**config.mk**
```make
export PLATFORM = sky130hd
export DESIGN_NAME = seq_alu
export DESIGN_NICKNAME = d
export VERILOG_FILES = /design/src/rtl/seq_alu.sv
export SDC_FILE = /design/constraint.sdc
export NUM_CORES = 1
export LEC_CHECK = 0
export BUFFER_PORTS_ARGS = -buffer_cell sky130_fd_sc_hd__clkbuf_2
export CORE_MARGIN = 1.5
export CORE_UTILIZATION = 42
export DETAILED_ROUTE_END_ITERATION = 12
export PLACE_DENSITY_LB_ADDON = 0.25
export SLEW_MARGIN = 20
export SYNTH_ARGS = -nofsm -noshare
export SYNTH_HDL_FRONTEND = slang
export SYNTH_SLANG_ARGS = --single-unit
```
**constraint.sdc**
```tcl
create_clock -name clk -period 6.6 [get_ports clk]
set_input_delay 0.66 -clock clk [delete_from_list [all_inputs] [get_ports clk]]
set_output_delay 0.66 -clock clk [all_outputs]
set_load 0.005 [all_outputs]
```
**src/rtl/seq_alu.sv**
```systemverilog
// ============================================================================
// seq_alu : sequential ALU with shift-add multiplier, valid/ready handshake
//           and an architectural {N,Z,C,V} status register.
// Revision: 1.0
// ============================================================================
`default_nettype none

module seq_alu #(
  parameter int WIDTH = 32
) (
  input  logic             clk,
  input  logic             rst_n,
  input  logic             in_valid,
  output logic             in_ready,
  input  logic [3:0]       exe_cmd,
  input  logic             s_bit,
  input  logic [WIDTH-1:0] val1,
  input  logic [WIDTH-1:0] val2,
  output logic             out_valid,
  input  logic             out_ready,
  output logic [WIDTH-1:0] alu_res,
  output logic [3:0]       res_flags,
  output logic [3:0]       status
);

  localparam logic [3:0] OP_MOV = 4'b0001;
  localparam logic [3:0] OP_ADD = 4'b0010;
  localparam logic [3:0] OP_ADC = 4'b0011;
  localparam logic [3:0] OP_SUB = 4'b0100;
  localparam logic [3:0] OP_SBC = 4'b0101;
  localparam logic [3:0] OP_AND = 4'b0110;
  localparam logic [3:0] OP_ORR = 4'b0111;
  localparam logic [3:0] OP_EOR = 4'b1000;
  localparam logic [3:0] OP_MVN = 4'b1001;
  localparam logic [3:0] OP_MUL = 4'b1010;

  localparam int CNT_W = $clog2(WIDTH);
  localparam logic [CNT_W-1:0] CNT_LAST = CNT_W'(WIDTH - 1);

  typedef enum logic [1:0] {
    ST_IDLE = 2'd0,
    ST_BUSY = 2'd1,
    ST_DONE = 2'd2
  } state_t;

  state_t           state_q, state_d;
  logic [WIDTH-1:0] res_q, res_d;
  logic [3:0]       flags_q, flags_d;
  logic [3:0]       status_q, status_d;
  logic             s_q, s_d;
  logic [WIDTH-1:0] mcand_q, mcand_d;
  logic [WIDTH-1:0] mplier_q, mplier_d;
  logic [WIDTH-1:0] acc_q, acc_d;
  logic [CNT_W-1:0] cnt_q, cnt_d;

  logic             retire;
  logic             accept;
  logic             cur_c;
  logic             cur_v;
  logic [WIDTH:0]   sum_ext;
  logic [WIDTH-1:0] op_res;
  logic             op_c;
  logic             op_v;
  logic [WIDTH-1:0] acc_next;

  always_comb begin
    state_d  = state_q;
    res_d    = res_q;
    flags_d  = flags_q;
    s_d      = s_q;
    mcand_d  = mcand_q;
    mplier_d = mplier_q;
    acc_d    = acc_q;
    cnt_d    = cnt_q;
    acc_next = acc_q;

    retire   = (state_q == ST_DONE) && out_ready;
    in_ready = (state_q == ST_IDLE) || retire;
    accept   = in_valid && in_ready;

    // A retiring result that updates status is forwarded to the op accepted on the same edge
    status_d = (retire && s_q) ? flags_q : status_q;
    cur_c    = status_d[1];
    cur_v    = status_d[0];

    sum_ext = '0;
    op_res  = '0;
    op_c    = cur_c;
    op_v    = cur_v;
    case (exe_cmd)
      OP_MOV: op_res = val2;
      OP_MVN: op_res = ~val2;
      OP_ADD, OP_ADC: begin
        sum_ext = {1'b0, val1} + {1'b0, val2}
                + {{WIDTH{1'b0}}, (exe_cmd == OP_ADC) ? cur_c : 1'b0};
        op_res  = sum_ext[WIDTH-1:0];
        op_c    = sum_ext[WIDTH];
        op_v    = (val1[WIDTH-1] == val2[WIDTH-1]) && (op_res[WIDTH-1] != val1[WIDTH-1]);
      end
      OP_SUB, OP_SBC: begin
        sum_ext = {1'b0, val1} + {1'b0, ~val2}
                + {{WIDTH{1'b0}}, (exe_cmd == OP_SBC) ? cur_c : 1'b1};
        op_res  = sum_ext[WIDTH-1:0];
        op_c    = sum_ext[WIDTH];
        op_v    = (val1[WIDTH-1] != val2[WIDTH-1]) && (op_res[WIDTH-1] != val1[WIDTH-1]);
      end
      OP_AND: op_res = val1 & val2;
      OP_ORR: op_res = val1 | val2;
      OP_EOR: op_res = val1 ^ val2;
      default: op_res = '0;
    endcase

    if (retire) begin
      state_d = ST_IDLE;
    end

    if (accept) begin
      s_d = s_bit;
      if (exe_cmd == OP_MUL) begin
        state_d  = ST_BUSY;
        mcand_d  = val1;
        mplier_d = val2;
        acc_d    = '0;
        cnt_d    = '0;
      end else begin
        state_d = ST_DONE;
        res_d   = op_res;
        flags_d = {op_res[WIDTH-1], (op_res == '0), op_c, op_v};
      end
    end

    // One multiplier bit per cycle; status cannot change while busy
    if (state_q == ST_BUSY) begin
      acc_next = acc_q + (mplier_q[0] ? mcand_q : '0);
      acc_d    = acc_next;
      mcand_d  = mcand_q << 1;
      mplier_d = mplier_q >> 1;
      cnt_d    = cnt_q + CNT_W'(1);
      if (cnt_q == CNT_LAST) begin
        state_d = ST_DONE;
        res_d   = acc_next;
        flags_d = {acc_next[WIDTH-1], (acc_next == '0), status_q[1], status_q[0]};
      end
    end
  end

  always_ff @(posedge clk) begin
    if (!rst_n) begin
      state_q  <= ST_IDLE;
      res_q    <= '0;
      flags_q  <= '0;
      status_q <= '0;
      s_q      <= 1'b0;
      mcand_q  <= '0;
      mplier_q <= '0;
      acc_q    <= '0;
      cnt_q    <= '0;
    end else begin
      state_q  <= state_d;
      res_q    <= res_d;
      flags_q  <= flags_d;
      status_q <= status_d;
      s_q      <= s_d;
      mcand_q  <= mcand_d;
      mplier_q <= mplier_d;
      acc_q    <= acc_d;
      cnt_q    <= cnt_d;
    end
  end

  assign out_valid = (state_q == ST_DONE);
  assign alu_res   = res_q;
  assign res_flags = flags_q;
  assign status    = status_q;

endmodule

`default_nettype wire

```
==> flow_summary.toml <==
[synthesis]
synthArstFlopShare = 0
synthAdderAreaFrac = 0.118
synth_top_family_by_area = "compound AO/OA/AOI/OAI gates"
yosysTopAreaCellShare = 0.200
synth_area_leaders = "dfxtp_1 (20%), ha_1 (11%), nor2_1 (8.8%), a21oi_1 (7.8%), a211oi_1 (5.6%)"
netlist_instances = 2047
netlist_area_mm2 = 0.0144
muxShareOfSynthArea = 0.0141
yosysTopAreaCell = "dfxtp_1"
avgSynthCellArea_um2 = 7.03
synth_seq_area_share = 0.200
yosysWarnings = 0
synth.distinct_cells = 92
synthXorXnorAreaFrac = 0.0311
synth_edf_count = 0
synthSimpleGateAreaFrac = 0.250
synth_compound_area_frac = 0.319
ys_seq_elements = 144
synth-main-ff-cell = "dfxtp_1"
syn_nets = 2253

[worst_hold_path]
min_to = "s_q"
worstHoldStart = "s_bit"
worstHoldPathCells = 3
hp-class = "in2reg"

[grt]
grt_pass1_vias = 14474
grt_first_pass_wirelength_um = 85800
antenna_found_initial = 0
grt_overflow_total = 0
grt_start_max_net_pins = 125
grt_usage = 0.314

[cells_and_area]
stdcell_area_mm2 = 0.0157
nets = 2265
syn_to_final_growth_pct = 9.15
final_cells = 2520
post_route_cells_drive_above_1_share = 0.104

[sta]
rsz0062_at_grt = "false"
finalCritPeriodShare = 0.764
hold_violations = 0
setup_viol = 0
min_period_ps = 5040
final_max_slew_viol_count = 0
worst_pin_slew_ps = 1000
fin_skew_ps = 14.8
relSlewSlack = 0.329
finalSetupTns_ps = 0
max_clock_freq_mhz = 198
worst_slack_ps = 1560

[clock_network]
cts_hold_buf = 0
cts_tree = "yes"
numCtsBuffers = 17
clockBufferDepth = 2
post_cts_buffers = 0
clk_latency_ps = 470
cts_root_buf = "clkbuf_16"
cts-resized-gates = 0
path_clk_slew_ps = 80
htreeDepth = 4
cts.sinks = 144

[power]
vdd_drop_max_v = 0.000205
combPwrFrac = 0.296
internal-power_mw = 1.69
clockPowerShare = 0.364
p_switching_mw = 1.07
swShare = 0.388
powerDensity_mw_per_mm2 = 175
pwr-share-seq = 0.340
fin_total_pwr_mw = 2.75
power.leakage_nw = 6.76

[worst_setup_path]
worstRegToRegCells = 17
r2r_slack_ps = 1560
crit_type = "reg2reg"
r2r-end = "res_flags[2]"
startpoint_type = "flip-flop"
crit_path_end_kind = "flip-flop"
worstPathArrival_ps = 5440
r2r_start = "state_q[0]"
required_ps = 7000
critPathMaxFanout = 9

[place]
dp_hpwl_um = 42200
place_congestion = 1.01
placed_cell_area_mm2 = 0.0151
port_buffers = 114
place_ws_ps = 1390
post-place-cells = 2488

[floorplan]
core_mm2 = 0.0336
num_rows = 67
die_height_um = 188
start_util = 0.428
pin_count = 115
die_x_um = 188
dieArea_mm2 = 0.0354

[drt]
avgRoutedWirePerCell_um = 22.3
dr_total_vias = 15474
drt_first_pass_iters = 6
via_per_inst = 6.14
drc_errors = 0
first_iter_violations = 1457
finalWirelength_um = 56300
drtAntennaViolNets = 0

[run]
drv_cap = 0

[status]
status = "completed"
-- through the flow --
stage	hold slack, ps	util
floorplan	424	-
global placement	442	0.450
detailed placement	452	0.450
CTS	431	0.467
global route	451	0.467
finish	434	0.467
-- power groups by stage --
| stage | registers [mW] | clock network [mW] | logic (mW) |
|---|---|---|---|
| floorplan | 0.941 | 0 | 0.535 |
| global route | 0.939 | 1.05 | 0.883 |
| finish | 0.937 | 1.00 | 0.815 |
| CTS | 0.935 | 1.01 | 0.798 |
| global placement | 0.956 | 0 | 0.792 |
| detailed placement | 0.955 | 0 | 0.794 |
-- layer usage --
layer,track usage,share of wire,up-vias
met1,0.399,0.43,7376
met4,0.168,0.054,0
met5,0,0,-
li1,-,-,7429
met2,0.509,0.46,541
met3,0.0496,0.054,128
-- worst max-delay path, stage by stage, from the launching register on --
cell and delay [ps]:
dfxtp_1 370, inv_1 120, nand4_1 380, mux2i_1 440, nand4b_1 160, fa_1 440, fa_1 420, nor2b_1 170
o211ai_1 260, a211oi_2 180, o21ai_2 370, a31oi_1 180, a221o_1 320, a22oi_1 230, nor3b_1 200, nor4bb_1 410
nand4_1 160, o211ai_1 180
-- sequential cells by signal, summed over array words and instances, names as in the netlist --
register and count:
mcand_q 32, cnt_q 5, alu_res 32, acc_q 32
state_q 2, s_q 1, res_flags 4, status 4
mplier_q 32
-- how the worst max path moves through the flow --
| stage | to | cells after the start | slack, ps | start |
|---|---|---|---|---|
| after floorplan | res_flags[2] | 20 | 1550 | exe_cmd[2] |
| after global placement | res_flags[2] | 17 | 1630 | out_ready |
| after detailed placement | res_flags[2] | 17 | 1390 | out_ready |
| after CTS | res_flags[2] | 17 | 1660 | state_q[0] |
| after global routing | res_flags[2] | 17 | 1320 | state_q[0] |
| final | res_flags[2] | 17 | 1560 | state_q[0] |
-- cell usage in the layout (no fill, tap or decap), types with 6 or more instances in the layout --
cell type,instances
ha_1,128
nand2b_1,20
nor2b_1,16
o211ai_1,25
or4_1,7
clkbuf_2,114
or2_2,9
o21a_1,16
a21o_1,26
o221ai_1,9
a2111oi_0,9
nor4_1,12
inv_1,101
and2_1,46
a31oi_1,37
xnor2_1,31
nand4_1,25
o22ai_1,19
nor3b_1,10
inv_6,6
a21oi_1,224
clkbuf_16,17
nor3_1,36
xor2_1,20
inv_8,6
nand3_1,54
mux2i_1,18
and3_1,12
buf_4,20
nand3b_1,7
o31ai_1,18
or3_1,8
nor2_1,337
dfxtp_1,143
nand2_1,124
o21ai_0,92
o21bai_1,16
a211o_1,9
a211oi_1,108
-- kinds of logic after synthesis --
logic type / Yosys count
compound gates: 696
buf+inv: 246
fa+ha+maj: 133
mux: 20
flops: 144
simple gates: 757
xor+xnor: 51
-- cell usage after synthesis (19+ instances only) --
library cell and count:
nand4_1 25, nand2b_1 21, dfxtp_1 144, buf_2 25, a31oi_1 37, a21o_1 26, nor2_1 337, nor3_1 36
nand3_1 54, xnor2_1 31, xor2_1 20, clkbuf_1 103, and2_1 47, a211oi_1 108, o211ai_1 25, nand2_1 124
ha_1 128, o21ai_0 92, o22ai_1 19, inv_1 101, a21oi_1 224
-- layout make-up --
type                            instances  area (um2)
Antenna cell                            1        2.50
Clock buffer                           17         425
Clock inverter                         14         138
Fill cell                            3528       17900
Inverter                              104         393
Multi-Input combinational cell       1657       10600
Sequential cell                       144        2880
Tap cell                              448         561
Timing Repair Buffer                  135         741
No activity file was read; power rests on OpenSTA's default activity.
